**config.mk**
```make
export PLATFORM = sky130hd
export DESIGN_NAME = trap_ctrl_flat
export DESIGN_NICKNAME = d
export VERILOG_FILES = /design/src/rtl/trap_ctrl_pkg.sv /design/src/rtl/trap_ctrl_if.sv /design/src/rtl/trap_ctrl.sv /design/src/flat_wrapper.sv
export SDC_FILE = /design/constraint.sdc
export NUM_CORES = 1
export LEC_CHECK = 0
export ABC_CLOCK_PERIOD_IN_PS = 1700
export BUFFER_PORTS_ARGS = -buffer_cell sky130_fd_sc_hd__buf_2
export CAP_MARGIN = 20
export CORE_MARGIN = 8
export CORE_UTILIZATION = 35
export CTS_BUF_LIST = sky130_fd_sc_hd__clkbuf_8
export DETAILED_ROUTE_END_ITERATION = 10
export PLACE_DENSITY_LB_ADDON = 0.25
export REMOVE_ABC_BUFFERS = 1
export SYNTH_ARGS = -nofsm -noshare
export SYNTH_HDL_FRONTEND = slang
export SYNTH_SLANG_ARGS = --single-unit
```
**constraint.sdc**
```tcl
create_clock -name clk -period 1.7 [get_ports clk]
set_input_delay 0.17 -clock clk [delete_from_list [all_inputs] [get_ports clk]]
set_output_delay 0.17 -clock clk [all_outputs]
set_load 0.005 [all_outputs]
```
**src/rtl/trap_ctrl_pkg.sv**
```systemverilog
// Shared constants for the machine-mode trap sequencer: CSR addresses, mstatus fields, kinds, causes, FSM states.
// ST_W_TVAL exists only when TRAP_MTVAL_EN is defined.
package trap_ctrl_pkg;

  localparam logic [11:0] CSR_MSTATUS = 12'h300;
  localparam logic [11:0] CSR_MTVEC   = 12'h305;
  localparam logic [11:0] CSR_MEPC    = 12'h341;
  localparam logic [11:0] CSR_MCAUSE  = 12'h342;
  localparam logic [11:0] CSR_MTVAL   = 12'h343;

  localparam int MIE_BIT  = 3;
  localparam int MPIE_BIT = 7;
  localparam int MPP_LO   = 11;
  localparam int MPP_HI   = 12;

  localparam int CAUSE_ECALL_DEF   = 11;
  localparam int CAUSE_EBREAK_DEF  = 3;
  localparam int CAUSE_ILLEGAL_DEF = 2;

  typedef enum logic [1:0] {
    KIND_ECALL   = 2'b00,
    KIND_EBREAK  = 2'b01,
    KIND_ILLEGAL = 2'b10,
    KIND_MRET    = 2'b11
  } trap_kind_e;

  typedef enum logic [2:0] {
    ST_IDLE,
    ST_W_EPC,
    ST_W_CAUSE,
    ST_W_STATUS,
`ifdef TRAP_MTVAL_EN
    ST_W_TVAL,
`endif
    ST_REDIRECT,
    ST_M_STATUS,
    ST_M_REDIRECT
  } state_e;

endpackage

```
**src/rtl/trap_ctrl_if.sv**
```systemverilog
// Bundle between decode/core/CSR file (master) and trap_ctrl (slave).
// trap_tval is present only when TRAP_MTVAL_EN is defined.
interface trap_ctrl_if #(parameter int XLEN = 32);

  logic            trap_valid;
  logic            trap_ready;
  logic [1:0]      trap_kind;
  logic [XLEN-1:0] trap_pc;
`ifdef TRAP_MTVAL_EN
  logic [XLEN-1:0] trap_tval;
`endif
  logic [11:0]     core_csr_addr;
  logic [XLEN-1:0] core_csr_wdata;
  logic            core_csr_wen;
  logic            core_csr_gnt;
  logic [XLEN-1:0] core_csr_rdata;
  logic [11:0]     csr_addr;
  logic [XLEN-1:0] csr_wdata;
  logic            csr_wen;
  logic [XLEN-1:0] csr_rdata;
  logic            redirect_valid;
  logic [XLEN-1:0] redirect_pc;
  logic            busy;

  modport slave (
    input  trap_valid, trap_kind, trap_pc,
`ifdef TRAP_MTVAL_EN
    trap_tval,
`endif
    core_csr_addr, core_csr_wdata, core_csr_wen, csr_rdata,
    output trap_ready, core_csr_gnt, core_csr_rdata, csr_addr, csr_wdata, csr_wen,
    redirect_valid, redirect_pc, busy
  );

  modport master (
    output trap_valid, trap_kind, trap_pc,
`ifdef TRAP_MTVAL_EN
    trap_tval,
`endif
    core_csr_addr, core_csr_wdata, core_csr_wen, csr_rdata,
    input  trap_ready, core_csr_gnt, core_csr_rdata, csr_addr, csr_wdata, csr_wen,
    redirect_valid, redirect_pc, busy
  );

endinterface

```
**src/rtl/trap_ctrl.sv**
```systemverilog
// Trap/mret sequencer owning the CSR port: exception redirect 4 cycles after accept (5 with TRAP_MTVAL_EN), mret 2.
// Backpressure: trap_ready only in IDLE; the core gets the port only in IDLE with no trap pending and must hold.
module trap_ctrl
  import trap_ctrl_pkg::*;
#(
  parameter int XLEN          = 32,
  parameter int CAUSE_ECALL   = CAUSE_ECALL_DEF,
  parameter int CAUSE_EBREAK  = CAUSE_EBREAK_DEF,
  parameter int CAUSE_ILLEGAL = CAUSE_ILLEGAL_DEF
) (
  input logic        clk,
  input logic        rst_n,
  trap_ctrl_if.slave bus
);

  state_e          state;
  logic [XLEN-1:0] pc_q;
  trap_kind_e      kind_q;
`ifdef TRAP_MTVAL_EN
  logic [XLEN-1:0] tval_q;
`endif

  logic            idle;
  logic            accept;
  logic [11:0]     addr;
  logic [XLEN-1:0] wdata;
  logic            wen;
  logic            redir;
  logic [XLEN-1:0] status_upd;

  function automatic logic [XLEN-1:0] cause_of(trap_kind_e k);
    case (k)
      KIND_EBREAK:  return XLEN'(CAUSE_EBREAK);
      KIND_ILLEGAL: return XLEN'(CAUSE_ILLEGAL);
      default:      return XLEN'(CAUSE_ECALL);
    endcase
  endfunction

  assign idle   = (state == ST_IDLE);
  assign accept = idle && bus.trap_valid;

  always_ff @(posedge clk) begin
    if (!rst_n) begin
      state  <= ST_IDLE;
      pc_q   <= '0;
      kind_q <= KIND_ECALL;
`ifdef TRAP_MTVAL_EN
      tval_q <= '0;
`endif
    end else begin
      case (state)
        ST_IDLE: begin
          if (accept) begin
            pc_q   <= bus.trap_pc & ~XLEN'(3);
            kind_q <= trap_kind_e'(bus.trap_kind);
`ifdef TRAP_MTVAL_EN
            tval_q <= bus.trap_tval;
`endif
            state  <= (trap_kind_e'(bus.trap_kind) == KIND_MRET) ? ST_M_STATUS : ST_W_EPC;
          end
        end
        ST_W_EPC:    state <= ST_W_CAUSE;
        ST_W_CAUSE:  state <= ST_W_STATUS;
`ifdef TRAP_MTVAL_EN
        ST_W_STATUS: state <= ST_W_TVAL;
        ST_W_TVAL:   state <= ST_REDIRECT;
`else
        ST_W_STATUS: state <= ST_REDIRECT;
`endif
        ST_M_STATUS: state <= ST_M_REDIRECT;
        default:     state <= ST_IDLE;
      endcase
    end
  end

  // In IDLE the port mirrors the core; every sequence state overrides it.
  always_comb begin
    addr       = bus.core_csr_addr;
    wdata      = bus.core_csr_wdata;
    wen        = bus.core_csr_wen && idle && !bus.trap_valid;
    redir      = 1'b0;
    status_upd = bus.csr_rdata;
    case (state)
      ST_W_EPC: begin
        addr  = CSR_MEPC;
        wdata = pc_q;
        wen   = 1'b1;
      end
      ST_W_CAUSE: begin
        addr  = CSR_MCAUSE;
        wdata = cause_of(kind_q);
        wen   = 1'b1;
      end
      ST_W_STATUS: begin
        status_upd[MPIE_BIT]      = bus.csr_rdata[MIE_BIT];
        status_upd[MIE_BIT]       = 1'b0;
        status_upd[MPP_HI:MPP_LO] = 2'b11;
        addr  = CSR_MSTATUS;
        wdata = status_upd;
        wen   = 1'b1;
      end
`ifdef TRAP_MTVAL_EN
      ST_W_TVAL: begin
        addr  = CSR_MTVAL;
        wdata = (kind_q == KIND_ILLEGAL) ? tval_q : '0;
        wen   = 1'b1;
      end
`endif
      ST_REDIRECT: begin
        addr  = CSR_MTVEC;
        wdata = '0;
        wen   = 1'b0;
        redir = 1'b1;
      end
      ST_M_STATUS: begin
        status_upd[MIE_BIT]       = bus.csr_rdata[MPIE_BIT];
        status_upd[MPIE_BIT]      = 1'b1;
        status_upd[MPP_HI:MPP_LO] = 2'b11;
        addr  = CSR_MSTATUS;
        wdata = status_upd;
        wen   = 1'b1;
      end
      ST_M_REDIRECT: begin
        addr  = CSR_MEPC;
        wdata = '0;
        wen   = 1'b0;
        redir = 1'b1;
      end
      default: ;
    endcase
  end

  // Gating with rst_n keeps a reset cycle from committing a half-finished sequence step.
  assign bus.csr_addr       = addr;
  assign bus.csr_wdata      = wdata;
  assign bus.csr_wen        = wen && rst_n;
  assign bus.redirect_valid = redir && rst_n;
  assign bus.redirect_pc    = {bus.csr_rdata[XLEN-1:2], 2'b00};
  assign bus.trap_ready     = idle;
  assign bus.core_csr_gnt   = idle && !bus.trap_valid;
  assign bus.core_csr_rdata = bus.csr_rdata;
  assign bus.busy           = !idle;

endmodule

```
**src/flat_wrapper.sv**
```systemverilog
// flat-port wrapper written by rule: the top's interface ports become plain ports
module trap_ctrl_flat import trap_ctrl_pkg::*;
#(
  parameter int XLEN          = 32,
  parameter int CAUSE_ECALL   = CAUSE_ECALL_DEF,
  parameter int CAUSE_EBREAK  = CAUSE_EBREAK_DEF,
  parameter int CAUSE_ILLEGAL = CAUSE_ILLEGAL_DEF
)
  (clk, rst_n, bus_trap_valid, bus_trap_kind, bus_trap_pc, bus_core_csr_addr, bus_core_csr_wdata, bus_core_csr_wen, bus_csr_rdata, bus_trap_ready, bus_core_csr_gnt, bus_core_csr_rdata, bus_csr_addr, bus_csr_wdata, bus_csr_wen, bus_redirect_valid, bus_redirect_pc, bus_busy);
  trap_ctrl_if #(.XLEN(XLEN)) bus_i ();
  input logic clk;
  input logic rst_n;
  input wire logic [$bits(bus_i.trap_valid)-1:0] bus_trap_valid;
  input wire logic [$bits(bus_i.trap_kind)-1:0] bus_trap_kind;
  input wire logic [$bits(bus_i.trap_pc)-1:0] bus_trap_pc;
  input wire logic [$bits(bus_i.core_csr_addr)-1:0] bus_core_csr_addr;
  input wire logic [$bits(bus_i.core_csr_wdata)-1:0] bus_core_csr_wdata;
  input wire logic [$bits(bus_i.core_csr_wen)-1:0] bus_core_csr_wen;
  input wire logic [$bits(bus_i.csr_rdata)-1:0] bus_csr_rdata;
  output wire logic [$bits(bus_i.trap_ready)-1:0] bus_trap_ready;
  output wire logic [$bits(bus_i.core_csr_gnt)-1:0] bus_core_csr_gnt;
  output wire logic [$bits(bus_i.core_csr_rdata)-1:0] bus_core_csr_rdata;
  output wire logic [$bits(bus_i.csr_addr)-1:0] bus_csr_addr;
  output wire logic [$bits(bus_i.csr_wdata)-1:0] bus_csr_wdata;
  output wire logic [$bits(bus_i.csr_wen)-1:0] bus_csr_wen;
  output wire logic [$bits(bus_i.redirect_valid)-1:0] bus_redirect_valid;
  output wire logic [$bits(bus_i.redirect_pc)-1:0] bus_redirect_pc;
  output wire logic [$bits(bus_i.busy)-1:0] bus_busy;
  assign bus_i.trap_valid = bus_trap_valid;
  assign bus_i.trap_kind = bus_trap_kind;
  assign bus_i.trap_pc = bus_trap_pc;
  assign bus_i.core_csr_addr = bus_core_csr_addr;
  assign bus_i.core_csr_wdata = bus_core_csr_wdata;
  assign bus_i.core_csr_wen = bus_core_csr_wen;
  assign bus_i.csr_rdata = bus_csr_rdata;
  assign bus_trap_ready = bus_i.trap_ready;
  assign bus_core_csr_gnt = bus_i.core_csr_gnt;
  assign bus_core_csr_rdata = bus_i.core_csr_rdata;
  assign bus_csr_addr = bus_i.csr_addr;
  assign bus_csr_wdata = bus_i.csr_wdata;
  assign bus_csr_wen = bus_i.csr_wen;
  assign bus_redirect_valid = bus_i.redirect_valid;
  assign bus_redirect_pc = bus_i.redirect_pc;
  assign bus_busy = bus_i.busy;
  trap_ctrl #(.XLEN(XLEN), .CAUSE_ECALL(CAUSE_ECALL), .CAUSE_EBREAK(CAUSE_EBREAK), .CAUSE_ILLEGAL(CAUSE_ILLEGAL)) u_core (.clk(clk), .rst_n(rst_n), .bus(bus_i));
endmodule
```
* After elaboration in Yosys (flattened, before gate mapping) *
Cells that the tools add are included.

operators by class
  equal/unequal tests = 10
  muxes and demuxes = 8
  reduce and logical (&&, ||, !) cells = 14

operators with widths
  operator            count
  $pmux 32 s5         1
  $pmux 12 s4         1
  $pmux 3 s5          1
  $eq 3x3->1 const B  3
  $pmux 4 s2          1
  $eq 3x2->1 const B  2
  $logic_and 1x1->1   6
  $mux 3              2
  $reduce_or 2->1     3
  $eq 2x2->1 const B  2
  $reduce_or 4->1     1
  $eq 3x1->1 const B  1
  $logic_not 3->1     1
  $eq 2x1->1 const B  1
  $logic_not 1->1     2
  $ne 2x2->1 const B  1
  $pmux 1 s2          1
  $reduce_and 2->1    1
  $mux 1              1

word-level totals
  register bits = 35
  output and inout bits = 113
  word-level logic and storage cells = 35

* Longest topological paths before layout *
  word-level depth = 5
  gate-level depth with buffers = 6
  mapped depth without buffers = 5

* Worst setup path before layout *
Ideal clock, no wire load.

  path kind = reg-to-output
  from = reg u_core.state[2]
  to = out bus_csr_wdata[15]
  data arrival time = 1314 ps
  required time = 1530 ps
  setup slack = 216 ps
  cell stages (with the launch flop) = 7
  cells stage by stage = dfxtp_1 > buf_2 > or3_4 > inv_1 > buf_4 > buf_4 > a21o_1

on the way
  longest elaborated chain between the ends = 3
  elaborated cells on any way between the ends = 8

ends and longest elaborated chain
  what                              RTL line            RTL
  from (decl)                       trap_ctrl.sv:16     state_e state;
  from (signal assigned)            trap_ctrl.sv:59     state <= (trap_kind_e'(bus.trap_kind) == KIND_MRET) ? ST_M_STATUS : ST_W_EPC;
  $eq 3x3->1                        trap_ctrl.sv:83     case (state)
  $reduce_or 2->1 (no source line)  --
  $pmux 32 s5 *                     trap_ctrl.sv:83
  to (decl)                         flat_wrapper.sv:24  output wire logic [$bits(bus_i.csr_wdata)-1:0] bus_csr_wdata;

Mark *: on every way between the ends. The rest lies on a longest branch, timed or not.

* Final worst setup path *
  from = reg u_core.state[1]
  to = out bus_csr_wdata[7]

The elaborated chain is that of the path after synthesis.

==> out/metrics.cfg <==
[yosys]
synth_top_area_frac = 0.222
netlist.top_cell.by_area = dfxtp_1
synth_cell_type_count = 38
ys_top_cells_by_area = dfxtp_1 22%, mux2i_1 17%, buf_4 16%, a21o_1 6.9%, o22ai_1 5.4%
syn_area_per_cell_um2 = 7.70
synth-main-ff-cell = dfxtp_1
yosysWarnings = 0
ys_ff_latch = 35
synth_area_um2 = 3150
seq_area_frac_synth = 0.222
syn_inst = 409
synth_edf_count = 0
synthArstFlopShare = 0

[power_and_ir_drop]
clkPwrFrac = 0.210
p_comb_frac = 0.485
switchingPower_mw = 1.06
power-per-cell-area_nw_per_um2 = 716
p_int_mw = 2.04
finalPower_mw = 3.10
switching_share = 0.342
seqPwrFrac = 0.304
vdd_drop_max_v = 0.000260
power.leakage_nw = 2.10

[timing]
skew_ns = 0.00407
rsz0062_at_grt = yes
drv_slew = 0
timing.hold.ws_ns = 0.103
fmax_ghz = 0.564
setup_violations = 20
hold_violations = 0
min_period_ns = 1.77
finalCritPeriodShare = 1.04
finalSetupTns_ns = -0.429
layout_setup_ws_ns = -0.0726

[global_route]
grt_most_used_layer = met2
grt_pass1_wl_um = 17100
track_usage = 0.163
grt_use_met1 = 0.183
grt_max_degree = 43
grt_use_met3 = 0.0460
first_global_vias = 3333
grtUsageMet2 = 0.297
grt_antenna_before_repair = 0
gr-total-overflow = 0

[final_layout]
nets = 675
stdcell_area_um2 = 4320
n_antenna_cell = 0
drive_above_1_share = 0.472
nFillCells = 857
seq_area_um2 = 713
multi_input_area_um2 = 1840
areaGrowthSynthToFinish_pct = 37.3

[die]
core_um2 = 8720
die_y_um = 111
num_rows = 34
dieArea_um2 = 12300
boundaryPins = 227
initial_core_util = 0.361
dieWidth_um = 111

[detailed_routing]
wl_per_cell_um = 16.9
drtIter0Drc = 189
ant_nets = 0
drc = 0
dr_total_vias = 3420
viasPerCell = 5.11
drt-total-wl_um = 11300
first_pass_iters = 5

[worst_setup_path]
crit_type = reg -> out
reg2regPathDepth = 6
r2r-start = u_core.state[2]$_SDFFE_PN0P_
r2r_slack_ns = 0.11
required_ns = 1.53
cp.arrival_ns = 1.60
startpoint_type = flop
path_max_fanout = 6
r2r_end = u_core.pc_q[28]$_SDFFE_PN0P_
cp-end-kind = primary output

[placed_design]
gp_congestion = 0.726
place_area_um2 = 3880
port_buffers = 216
hpwl_um = 8100

[clock_network]
numClockSinks = 35
cts_buffers = 5
cts_tree = done
cts_hold_buf = 0
worstSkewPairLatency_ns = 0.28
htree_num_levels = 2
cts_root_buffer = clkbuf_8
clk_pin_slew_ns = 0.07
clock_path_buffers = 2

[run_status]
violations = setup timing
outcome = finished with violations

[worst_hold_path]
min-delay-start = bus_trap_pc[16]
hold_path.class = in -> reg
holdPathStages = 3
min_to = u_core.pc_q[16]$_SDFFE_PN0P_

[job]
drv_cap = 0

stage by stage:
step / utilization / worst slack (ns) / cells
after floorplan: - / -1.96 / 312
after detailed placement: 0.445 / 0.146 / 649
after global routing: 0.496 / -0.148 / 669
after global placement: 0.445 / 0.166 / 649
after CTS: 0.471 / -0.0770 / 661
final: 0.496 / -0.0726 / 669
power by group through the flow:
stage	Sequential (mW)	Combinational (mW)	Clock (mW)
2_1_floorplan	1.01	0.578	0
3_3_place_gp	0.948	1.25	0
3_5_place_dp	0.949	1.27	0
4_1_cts	0.936	1.39	0.690
5_1_grt	0.952	1.64	0.723
6_report	0.943	1.50	0.652
layout make-up:
cell class | instances | share of cell area
inverters | 7 | 0.00897
multi-input cells | 271 | 0.425
clock buffers | 7 | 0.0223
well taps | 108 | 0.0313
repair buffers | 240 | 0.347
flip-flops and latches | 35 | 0.165
clock inverters | 1 | 0.000868
logic make-up (layout without fill, tap and decap cells):
family / Yosys count / in the layout / share of synthesized area
buffers and inverters: 105 / 255 / 0.212
AND/OR/NAND/NOR: 99 / 99 / 0.157
adder cells (fa/ha/maj): 1 / 1 / 0.00397
flip-flops: 35 / 35 / 0.222
other: 1 / 2 / 0.00119
multiplexers: 54 / 54 / 0.172
AO/OA/AOI/OAI: 114 / 115 / 0.232
per-layer routing:
metal | share of wire | vias up
met2 | 0.51 | 146
met4 | 0.0082 | 0
li1 | - | 1701
met5 | 0 | -
met1 | 0.41 | 1569
met3 | 0.069 | 4
worst max-delay path, cell delays in order (launching register included):
cell and delay [ns]:
dfxtp_4 0.44, or3_4 0.19, clkinv_8 0.08, buf_12 0.15, a32o_1 0.20, a21o_1 0.14
buf_2 0.12
synth_stat cells, types with 2 or more instances:
| cell | number |
|---|---|
| a211oi_1 | 2 |
| a21o_1 | 29 |
| a21oi_1 | 5 |
| and2_1 | 7 |
| buf_1 | 2 |
| buf_2 | 16 |
| buf_4 | 66 |
| clkbuf_1 | 13 |
| dfxtp_1 | 35 |
| inv_1 | 7 |
| mux2i_1 | 54 |
| nand2_1 | 35 |
| nand2b_1 | 8 |
| nand3_1 | 33 |
| nor2_1 | 7 |
| nor2b_1 | 3 |
| nor3_1 | 2 |
| o21ai_0 | 33 |
| o21ai_1 | 4 |
| o22ai_1 | 27 |
| o31ai_1 | 4 |
sequential cells by signal (all words and copies together) (netlist names):
name and count:
u_core.kind_q 2, u_core.pc_q 30, u_core.state 3
placed cells by master, fill, tap and decap left out, drive strengths merged, types with 2 or more instances in the layout:
master  count
o22ai      27
a21oi       5
conb        2
and2        7
o21ai      37
buf       234
a21o       30
o31ai       4
clkbuf     13
nand2b      8
a211oi      2
nand2      35
inv         7
nor2        7
dfxtp      35
nand3      33
mux2i      54
nor3        2
nor2b       3
what timing repair did:
| action | in CTS | in global routing |
|---|---|---|
| setup buffers | 1 | 2 |
| gates cloned | 3 | 6 |
| endpoints found under the setup margin | 41 | 42 |
| pin swaps | 18 | 6 |
| resized for setup | 19 | 20 |
worst max-delay path by stage:
stage                            startpoint                to  slack [ns]  cells after the start
4_1_cts        u_core.state[2]$_SDFFE_PN0P_  bus_csr_wdata[7]       -0.08                      6
2_1_floorplan  u_core.state[1]$_SDFFE_PN0P_  bus_csr_wdata[3]       -1.96                      4
5_1_grt        u_core.state[1]$_SDFFE_PN0P_  bus_csr_wdata[8]       -0.15                      5
3_5_place_dp   u_core.state[1]$_SDFFE_PN0P_   bus_csr_addr[3]        0.15                      5
3_3_place_gp   u_core.state[1]$_SDFFE_PN0P_   bus_csr_addr[5]        0.17                      5
6_report       u_core.state[1]$_SDFFE_PN0P_  bus_csr_wdata[7]       -0.07                      6
(Power assumes the default switching activity.)
